File: config.mk
export PLATFORM = sky130hd
export DESIGN_NAME = counter4_sched_flat
export DESIGN_NICKNAME = d
export VERILOG_FILES = /design/src/rtl/counter4_sched_if.sv /design/src/rtl/counter4_sched.sv /design/src/flat_wrapper.sv
export SDC_FILE = /design/constraint.sdc
export NUM_CORES = 1
export LEC_CHECK = 0
export CAP_MARGIN = 5
export CORE_MARGIN = 2
export CORE_UTILIZATION = 47
export DETAILED_ROUTE_END_ITERATION = 16
export GPL_TIMING_DRIVEN = 0
export PLACE_DENSITY = 0.84
export REMOVE_ABC_BUFFERS = 1
export SYNTH_ARGS = -nofsm -noshare
export SYNTH_HDL_FRONTEND = slang
export SYNTH_SLANG_ARGS = --single-unit
File: constraint.sdc
create_clock -name clk -period 3.1 [get_ports clk]
set_input_delay 0.31 -clock clk [delete_from_list [all_inputs] [get_ports clk]]
set_output_delay 0.31 -clock clk [all_outputs]
set_load 0.005 [all_outputs]
File: src/rtl/counter4_sched_if.sv
// Requester-side bus of the counter4 scheduler: requests, job parameters and completion report.
// The requester side drives the master modport. The scheduler uses the slave modport.
interface counter4_sched_if #(
    parameter int LEN_W = 4
);
    logic [1:0]       req;
    logic [LEN_W-1:0] len0;
    logic [LEN_W-1:0] len1;
    logic             by2_0;
    logic             by2_1;
    logic [1:0]       grant;
    logic             busy;
    logic             done;
    logic             done_id;
    logic             aborted;
    logic [LEN_W-1:0] steps_done;
    logic [3:0]       result;

    modport master (
        output req, len0, len1, by2_0, by2_1,
        input  grant, busy, done, done_id, aborted, steps_done, result
    );

    modport slave (
        input  req, len0, len1, by2_0, by2_1,
        output grant, busy, done, done_id, aborted, steps_done, result
    );
endinterface

File: src/rtl/counter4_sched.sv
// Round-robin scheduler that lends one shared 4-bit up-counter to two requesters,
// driving its nE/cntby2 for a requested number of enable cycles and reporting the final count.
module counter4_sched #(
    parameter int LEN_W = 4
) (
    input  logic             clk,
    input  logic             nReset,
    counter4_sched_if.slave  bus,
    input  logic [3:0]       count_in,
    output logic             cnt_nE,
    output logic             cnt_by2
);

    localparam logic [1:0] S_IDLE = 2'd0;
    localparam logic [1:0] S_LOAD = 2'd1;
    localparam logic [1:0] S_RUN  = 2'd2;
    localparam logic [1:0] S_DONE = 2'd3;

    logic [1:0]       state, state_nx;
    logic             sel, sel_nx;        // requester currently granted
    logic             ptr, ptr_nx;        // requester favoured at the next tie
    logic             mode, mode_nx;      // latched step-by-2 request
    logic             abort_r, abort_nx;
    logic [LEN_W-1:0] remaining, remaining_nx;
    logic [LEN_W-1:0] steps, steps_nx;

    logic [LEN_W-1:0] len_sel;
    logic             by2_sel;
    logic             pick;

    assign len_sel = sel ? bus.len1  : bus.len0;
    assign by2_sel = sel ? bus.by2_1 : bus.by2_0;
    assign pick    = bus.req[ptr] ? ptr : ~ptr;

    // NOTE: every next-state variable takes its current value first, so no path leaves it unassigned and no latch is inferred.
    always_comb begin
        state_nx     = state;
        sel_nx       = sel;
        ptr_nx       = ptr;
        mode_nx      = mode;
        abort_nx     = abort_r;
        remaining_nx = remaining;
        steps_nx     = steps;
        case (state)
            S_IDLE: begin
                if (|bus.req) begin
                    sel_nx   = pick;
                    state_nx = S_LOAD;
                end
            end
            S_LOAD: begin
                remaining_nx = len_sel;
                steps_nx     = '0;
                mode_nx      = by2_sel;
                abort_nx     = 1'b0;
                state_nx     = (len_sel == '0) ? S_DONE : S_RUN;
            end
            S_RUN: begin
                // The counter steps on this edge whether the run finishes or is cut short.
                remaining_nx = remaining - LEN_W'(1);
                steps_nx     = steps + LEN_W'(1);
                if (!bus.req[sel]) begin
                    abort_nx = 1'b1;
                    state_nx = S_DONE;
                end else if (remaining == LEN_W'(1)) begin
                    state_nx = S_DONE;
                end
            end
            S_DONE: begin
                ptr_nx   = ~sel;
                state_nx = S_IDLE;
            end
            default: state_nx = S_IDLE;
        endcase
    end

    // NOTE: sequential state uses non-blocking assignments so all registers update together from pre-edge values.
    always_ff @(posedge clk or negedge nReset) begin
        if (!nReset) begin
            state     <= S_IDLE;
            sel       <= 1'b0;
            ptr       <= 1'b0;
            mode      <= 1'b0;
            abort_r   <= 1'b0;
            remaining <= '0;
            steps     <= '0;
        end else begin
            state     <= state_nx;
            sel       <= sel_nx;
            ptr       <= ptr_nx;
            mode      <= mode_nx;
            abort_r   <= abort_nx;
            remaining <= remaining_nx;
            steps     <= steps_nx;
        end
    end

    // Moore decodes only; report fields read as zero whenever done is low.
    always_comb begin
        bus.grant      = (state != S_IDLE) ? (sel ? 2'b10 : 2'b01) : 2'b00;
        bus.busy       = (state != S_IDLE);
        bus.done       = (state == S_DONE);
        bus.done_id    = (state == S_DONE) & sel;
        bus.aborted    = (state == S_DONE) & abort_r;
        bus.steps_done = (state == S_DONE) ? steps : '0;
        bus.result     = (state == S_DONE) ? count_in : 4'd0;
        cnt_nE         = (state != S_RUN);
        cnt_by2        = (state == S_RUN) & mode;
    end

    a_grant_onehot : assert property (@(posedge clk) disable iff (!nReset) $onehot0(bus.grant));
    a_run_nonzero  : assert property (@(posedge clk) disable iff (!nReset) (state == S_RUN) |-> (remaining != '0));

endmodule

File: src/flat_wrapper.sv
// flat-port wrapper written by rule: the top's interface ports become plain ports
module counter4_sched_flat 
#(
    parameter int LEN_W = 4
)
  (clk, nReset, count_in, cnt_nE, cnt_by2, bus_req, bus_len0, bus_len1, bus_by2_0, bus_by2_1, bus_grant, bus_busy, bus_done, bus_done_id, bus_aborted, bus_steps_done, bus_result);
  counter4_sched_if #(.LEN_W(LEN_W)) bus_i ();
  input  logic clk;
  input  logic nReset;
  input  logic [3:0] count_in;
  output logic cnt_nE;
  output logic cnt_by2;
  input wire logic [$bits(bus_i.req)-1:0] bus_req;
  input wire logic [$bits(bus_i.len0)-1:0] bus_len0;
  input wire logic [$bits(bus_i.len1)-1:0] bus_len1;
  input wire logic [$bits(bus_i.by2_0)-1:0] bus_by2_0;
  input wire logic [$bits(bus_i.by2_1)-1:0] bus_by2_1;
  output wire logic [$bits(bus_i.grant)-1:0] bus_grant;
  output wire logic [$bits(bus_i.busy)-1:0] bus_busy;
  output wire logic [$bits(bus_i.done)-1:0] bus_done;
  output wire logic [$bits(bus_i.done_id)-1:0] bus_done_id;
  output wire logic [$bits(bus_i.aborted)-1:0] bus_aborted;
  output wire logic [$bits(bus_i.steps_done)-1:0] bus_steps_done;
  output wire logic [$bits(bus_i.result)-1:0] bus_result;
  assign bus_i.req = bus_req;
  assign bus_i.len0 = bus_len0;
  assign bus_i.len1 = bus_len1;
  assign bus_i.by2_0 = bus_by2_0;
  assign bus_i.by2_1 = bus_by2_1;
  assign bus_grant = bus_i.grant;
  assign bus_busy = bus_i.busy;
  assign bus_done = bus_i.done;
  assign bus_done_id = bus_i.done_id;
  assign bus_aborted = bus_i.aborted;
  assign bus_steps_done = bus_i.steps_done;
  assign bus_result = bus_i.result;
  counter4_sched #(.LEN_W(LEN_W)) u_core (.clk(clk), .nReset(nReset), .bus(bus_i), .count_in(count_in), .cnt_nE(cnt_nE), .cnt_by2(cnt_by2));
endmodule
==> results of run 1 <==
-- sequential cells by signal, summed over array words and instances, names as in the netlist --
| signal | flops |
|---|---|
| u_core.sel | 1 |
| u_core.abort_r | 1 |
| u_core.ptr | 1 |
| u_core.remaining | 4 |
| u_core.steps | 4 |
| u_core.state | 2 |
| u_core.mode | 1 |
-- power groups by stage --
stage | Sequential (mW) | Clock (mW) | Combinational [mW]
2_1_floorplan | 0.341 | 0 | 0.436
3_3_place_gp | 0.362 | 0 | 0.656
3_5_place_dp | 0.368 | 0 | 0.698
4_1_cts | 0.364 | 0.136 | 0.703
5_1_grt | 0.377 | 0.142 | 0.780
6_report | 0.367 | 0.135 | 0.702
-- placed cells by master (no fill, tap or decap), drive strengths merged --
cell,instances
ha,7
o211ai,2
mux2,5
a21oi,5
mux2i,3
nor3b,1
clkdlybuf4s50,33
nand3b,1
nor2,4
dfrtp,14
nand2,8
clkbuf,4
nor2b,1
o22ai,3
a41oi,1
o21ai,11
nor4,1
inv,12
a211o,1
a31oi,2
and2,11
nor3,2
nand3,5
-- layout make-up --
cell class / instances / area (um2)
timing repair buffer: 33 / 330
inverter: 12 / 45.0
sequential: 14 / 350
multi-input combinational: 74 / 515
tap: 27 / 33.8
fill: 145 / 611
clock buffer: 4 / 36.3
-- critical path, stage by stage, from the launching register on --
cell             delay (ns)
dfrtp_1                0.46
inv_1                  0.14
ha_1                   0.44
and2_1                 0.19
clkdlybuf4s50_1        0.49
-- per-layer routing --
metal  GRT usage  routed length [um]  up-vias  part of all wire
li1            -                   -      424                 -
met1       0.225                 914      405              0.42
met2       0.336                1060       31              0.49
met3      0.0370                 128        7             0.059
met4       0.110                  53        0             0.025
met5           0                   0        -                 0
-- kinds of logic (layout without fill, tap and decap cells) --
family,count (synthesis),count (layout),share of synthesized area
simple gates,34,34,0.194
compound gates,25,25,0.161
buf+inv,18,49,0.0798
flops,14,14,0.372
mux,8,8,0.0997
fa+ha+maj,7,7,0.0931
-- worst max path at each step --
stage / from / endpoint / slack [ns] / cells after the start
2_1_floorplan: u_core.state[0] / u_core.state[1] / 1.37 / 6
3_3_place_gp: u_core.state[0] / cnt_by2 / 1.18 / 4
3_5_place_dp: u_core.state[0] / cnt_by2 / 1.13 / 4
4_1_cts: u_core.state[0] / cnt_by2 / 0.81 / 4
5_1_grt: u_core.state[0] / cnt_by2 / 0.68 / 4
6_report: u_core.state[0] / cnt_by2 / 0.78 / 4
==> impl.org, run 1 <==
** GRT
- Pin count of the biggest net entering global routing :: 19
- The initial antenna violation count was 0.
- Total overflow reported by the global router :: 0
- The number of global-route vias before repair came to 779.
- The first global-routing pass estimated 3560 um of wire.
- Across every metal layer, demand over resource in global routing totals 0.195.

** Final layout
- For this run, the post-layout net count is 163.
- Post-layout instance area :: 1310 um2
- The finished layout holds 164 standard cells, fillers aside.
- 0 antenna diodes ended up in the layout.
- In the final layout, the share of cells above drive strength 1 is 0.0803.
- Syn-to-layout area delta :: 39.4%
- End-of-flow core utilization :: 0.682

** Setup path
- For the worst setup path, the data arrival time is 2.01 ns.
- STA classifies the critical path endpoint as a primary output.
- Worst EP required :: 2.79 ns
- Path type of the worst setup path :: reg -> out
- Crit path launch type :: flop
- Crit path max fanout :: 12
- For flop-to-flop paths, the worst setup slack is 1.08 ns.
- Count of cells along the worst register-to-register path :: 6
- The endpoint identified for the worst register-to-register timing path is u_core.state[1].
- RR Startpoint :: u_core.state[0]

** Clocking
- Clock tree synthesis inserted a total of 3 buffers.
- CTS built an H-tree with a depth of 1.
- Clock tree synthesis selected as its root buffer the cell clkbuf_4.
- Skew-Pair Late Insertion Delay :: 0.29 ns
- Setup fix buffers added after clock tree synthesis :: 0
- Clock transition time at the flip-flop clock pins of the worst setup and hold paths :: 0.09 ns
- TritonCTS built the clock tree.
- No sink is reached through more buffers than the 2 on the longest clock path.
- Counting every sink on the clock net gives 14.
- After clock tree synthesis, the flow added hold-fix buffers numbering 0.
- Number of gates given a new drive strength after cts :: 0

** Synthesis
- Asr flop ratio synth :: 1.00
- Yosys mapped the design onto 24 distinct sky130hd cell types.
- Share of synthesized area occupied by flip-flops and latches :: 0.372
- Number of enable flip-flop cells after synthesis :: 0
- Of the post-synthesis cell area, the dominant cell type holds 0.372.
- Summing every instance area after synthesis gives 941 um2.
- The largest total area in the synthesized netlist belongs to dfrtp_1.
- In the synthesized netlist, the number of instances is 106.
- Top post-synthesis cells by area :: dfrtp_1 37%, ha_1 9.3%, and2_1 7.3%, o21ai_0 5.9%, inv_1 4.8%
- A synthesized cell averages 8.88 um2.
- In this run, synthesis produced a sequential element count of 14.
- In the post-synthesis netlist, the cell with the most instances is dfrtp_1.
- Leading post-synthesis cells by instance count :: 14 x dfrtp_1, 12 x inv_1, 11 x and2_1, 11 x o21ai_0, 8 x nand2_1
- Count of synthesis-stage warnings from yosys :: 0
- Among all flip-flop cells after synthesis, the most frequent one is dfrtp_1.

** Power
- Share of total power in sequential cells :: 0.305
- IR analysis of the VDD net gives a maximum drop of 0.585 mV.
- The share of total power dissipated in combinational logic is 0.583.
- Proportion of power drawn by the clock network :: 0.112
- The internal power of the cells totals 0.698 mW.
- Power comes to 1.20 mW.
- Dividing total power by cell area gives a power density of 918 nW/um2.
- In this run the power spent charging and discharging nets is 0.506 mW.
- Of the total power, the share spent switching nets is 0.420.
- Static leakage :: 0.558 nW

** Timing
- Setup repair after global routing missed its margin :: false
- Final setup fails :: 0
- Summed negative setup slack over all endpoints :: 0 ns
- Worst setup margin :: 0.782 ns
- Fmax :: 0.431 GHz
- Worst slew margin relative to its limit :: 0.587
- The worst path needs 2.32 ns of the cycle, external delays included.
- The final hold violation count was 0.
- Pins over their slew limit :: 0
- Final-layout worst hold slack :: 0.400 ns
- Tightest Pin Transition :: 0.617 ns
- Final cycle utilization of the critical path :: 0.748
- The clock arrives with 0.00464 ns of skew.

** Placed design
- Estimated wirelength of the detail-placed design :: 1680 um
- Gp weighted congestion :: 0.813
- Inst Count DP :: 160
- Before CTS, the worst setup slack after placement is 1.13 ns.
- Post-DP Area :: 1270 um2
- Number of buffers inserted by port buffering :: 33

** Drt
- Using the TritonRoute via totals, the vias-per-cell ratio works out to 5.29.
- The detail route stage leaves a number of antenna-violating nets equal to 0.
- Iter 0 DRT Violations :: 11
- Dividing the detail-routed wire length by the instance count gives 13.1 um.
- The first TritonRoute pass finished after 4 iterations.
- Vias :: 867
- For this run, design rule violations remaining after detail routing come to 0.
- Summed over all layers, the routed wires come to 2160 um.

** Hold path
- Worst min path class :: in -> async

** Floorplanning
- Chip Width :: 48.7 um
- Area enclosed by the die boundary :: 2380 um2
- Vertical die dimension :: 48.7 um
- The floorplan step defined a core boundary enclosing 1920 um2.
- Starting Density :: 0.490
- Num ports :: 34
- Standard-cell row count :: 16

** Run status
- Outcome :: finished, final reports clean

** Job
- Max capacitance violation total :: 0
Power figures use the tool's default switching activity.
==> run 2: changes to the inputs <==
Settings changed: CORE_UTILIZATION 47 to 39, PLACE_DENSITY 0.84 to 0.74.
Clock period 3.1 ns to 2 ns, I/O delays scaled along.
==> run 2 against run 1 <==
Compared with the run above:
- sequential power grew 59%
- register-to-register slack worse by 0.79 ns
- cell count is 0.61% higher
- critical path depth unchanged
- total power is 59% higher
- non-clock buffer count did not move
- utilization fell by 8.6 points
- worst hold slack worse by 0.086 ns
- count of clock-buffer cells in the layout stayed put
- sequential cell count unchanged
- largest power group unchanged
- sequential share of layout area shrank 0.48 points
==> impl.org, run 2 (synthesis results as in run 1) <==
** Placed design
- The final weighted congestion in routability-driven placement is 0.770 (-5.4%).
- The quantity of I/O buffers inserted on ports was 33 (unchanged).
- The post-DP HPWL came to 1570 um (-6.2%).

** Timing
- Tightest Pin Transition :: 0.680 ns (+0.0633 ns)
- Worst slew margin relative to its limit :: 0.545 (-0.0424)
- Final-report hold violation count :: 0 (unchanged)
- Pins over their slew limit :: 0 (unchanged)
- Static timing analysis puts the maximum clock frequency at 0.525 GHz.
- Setup repair after global routing missed its margin :: false
- Final cycle utilization of the critical path :: 0.953
- Final setup fails :: 0 (unchanged)
- Summed negative setup slack over all endpoints :: 0 ns (unchanged)
- Post-Route Skew :: 0.00739 ns (+0.00275 ns)
- The clock period could shrink to 1.91 ns.

** Power
- Internal power :: 1.13 mW (+62%)
- The ratio of total power to cell area came to 1430 nW/um2 (+55%).
- Static leakage :: 0.554 nW (-0.79%)
- Design Power :: 1.92 mW (+59%)
- The clock network fraction of total power was 0.110 (-0.002).
- The portion of total power attributed to sequential cells is 0.305 (about the same).
- The switching power came to 0.787 mW (+56%).
- Part of the total power dissipated in combinational logic :: 0.585 (+0.002)
- The net switching share of the total power came to 0.411 (-0.00956).
- IR drop worst, VDD :: 0.982 mV (+68%)

** Final layout
- Top Registers :: u_core.remaining: 4 flops, u_core.steps: 4 flops, u_core.state: 2 flops
- Count of nets after finishing :: 163 (unchanged)
- Sequential Area :: 353 um2 (+0.71%)
- The fraction of final layout cells with drive strength greater than 1 came to 0.124 (+0.0438).
- The number of filler instances in the final layout was 212 (+46%).
- The final antenna diode count is 0 (unchanged).
- Compared with the post-synthesis result, the final layout area differs by 43.0%.
- The area used by multi-input combinational logic came to 543 um2 (+5.3%).
- Most common cell after layout, fill and taps aside :: clkdlybuf4s50_1
- The top cell types in the final layout, fill and taps aside, are 33 x clkdlybuf4s50_1, 12 x dfrtp_1, 11 x and2_1, 11 x inv_1, 11 x o21ai_0.

** Floorplanning
- Core region area :: 2250 um2 (+17%)
- The initial standard-cell utilization of the core was 0.417 (-0.0723).
- Area enclosed by the die boundary :: 2820 um2 (+19%)
- Num ports :: 34 (unchanged)
- Standard-cell row count :: 17 (+1)
- The chip height was 53.1 um (+9.0%).
- Chip Width :: 53.1 um (+9.0%)

** Drt
- The residual DRC count is 0 (unchanged).
- Mean routed wirelength per cell :: 12.6 um (-4.3%)
- Total iterations of the first detailed-routing run :: 4 (unchanged)
- The count of vias placed by the detailed router was 872 (+0.58%).
- The number of violations reported at the end of detailed-routing iteration 0 was 16 (+5).
- Residual antenna-violating net count after detailed routing :: 0 (unchanged)
- The total wire length after detailed routing was 2080 um (-3.7%).
- The mean number of vias per cell came to 5.28 (about the same).

** GRT
- The wire length of the first global-routing pass was 3430 um (-3.7%).
- The number of global-route vias before repair came to 813 (+4.4%).
- Total overflow reported by the global router :: 0 (unchanged)
- All-Layer GR Usage :: 0.169 (-0.0260)
- Pin count of the biggest net entering global routing :: 19 (unchanged)
- The initial antenna violation count was 0 (unchanged).

** Clocking
- The maximum count of clock buffers along a single path was 2 (unchanged).
- The number of clock sinks was 14 (unchanged).
- CTS Root Cell :: clkbuf_4
- TritonCTS built the clock tree.
- Skew-Pair Late Insertion Delay :: 0.29 ns (about the same)
- The total of hold buffers inserted after clock tree synthesis is 0 (unchanged).
- The number of H-tree branching levels was 1 (unchanged).
- The number of buffers created by CTS came to 3 (unchanged).
- Clock transition time at the flip-flop clock pins of the worst setup and hold paths :: 0.09 ns (about the same)

** Job
- Max capacitance violation total :: 0 (unchanged)

** Setup path
- The highest fanout seen on the critical path was 12 (unchanged).
- The setup path with the least slack is of type reg -> out.
- Crit path launch type :: flop
- Critical Path AT :: 1.71 ns (-0.30 ns)
- Kind of end point of the critical path :: primary output
- Worst EP required :: 1.80 ns (-0.99 ns)

** Run status
- Outcome :: finished, final reports clean

** Hold path
- The min-delay analysis places its worst path in the category in -> async.
==> run 2: critical path: stages (launching register included) <==
cell and delay (ns):
dfrtp_2 0.48, inv_4 0.10, ha_4 0.22, and2_1 0.14, clkdlybuf4s50_1 0.49
==> run 2: cell type report <==
type                       instances  share of cell area
sequential                        14               0.262
inverter                          12              0.0353
clock buffer                       4              0.0270
timing repair buffer              33               0.246
multi-input combinational         74               0.404
tap                               28              0.0260
==> run 2: power by group through the flow <==
stage | Clock, mW | Combinational [mW] | Sequential, mW
6_report | 0.210 | 1.12 | 0.585
3_3_place_gp | 0 | 1.03 | 0.558
2_1_floorplan | 0 | 0.675 | 0.529
4_1_cts | 0.210 | 1.11 | 0.565
3_5_place_dp | 0 | 1.07 | 0.566
5_1_grt | 0.220 | 1.27 | 0.609
==> run 2: worst paths after layout <==
kind | start | to | slack [ns] | cells after the start
max | u_core.state[0] | cnt_by2 | 0.09 | 4
min | nReset | u_core.steps[2] | 0.31 | 1
max reg2reg | u_core.state[0] | u_core.state[1] | 0.29 | 6
min reg2reg | u_core.mode | u_core.mode | 0.53 | 2
max in group asynchronous | nReset | u_core.state[0] | 1.20 | 1
min in group clk | u_core.mode | u_core.mode | 0.53 | 2
==> run 2: metrics by stage <==
stage	std cells	setup WS [ns]	hold WS, ns	instance area, um2	utilization
2_1_floorplan	100	0.267	-0.0956	911	-
3_3_place_gp	161	0.0673	0.502	1280	0.566
3_5_place_dp	161	0.0180	0.511	1280	0.566
4_1_cts	165	0.0292	0.342	1330	0.590
5_1_grt	165	0.0198	0.373	1350	0.597
6_report	165	0.0936	0.314	1350	0.597
==> run 2: metal layers <==
metal	GRT usage	share of wire	vias to the layer above	wire [um]
met5	0	0	-	0
met4	0.0385	0.0082	0	17
met3	0.0424	0.090	2	186
met2	0.300	0.48	38	998
met1	0.203	0.42	409	873
li1	-	-	423	-
==> run 2: what timing repair did <==
item	in CTS	in global routing
setup buffers	0	0
setup endpoints to repair	9	15
resized for setup	4	5
pin swaps	0	0
hold endpoints to repair	0	0
==> run 3: changes to the inputs <==
Settings changed: ABC_CLOCK_PERIOD_IN_PS set to 2000.
==> results of run 3 <==
The final DEF is identical to that of run 2; final timing and power are the same.
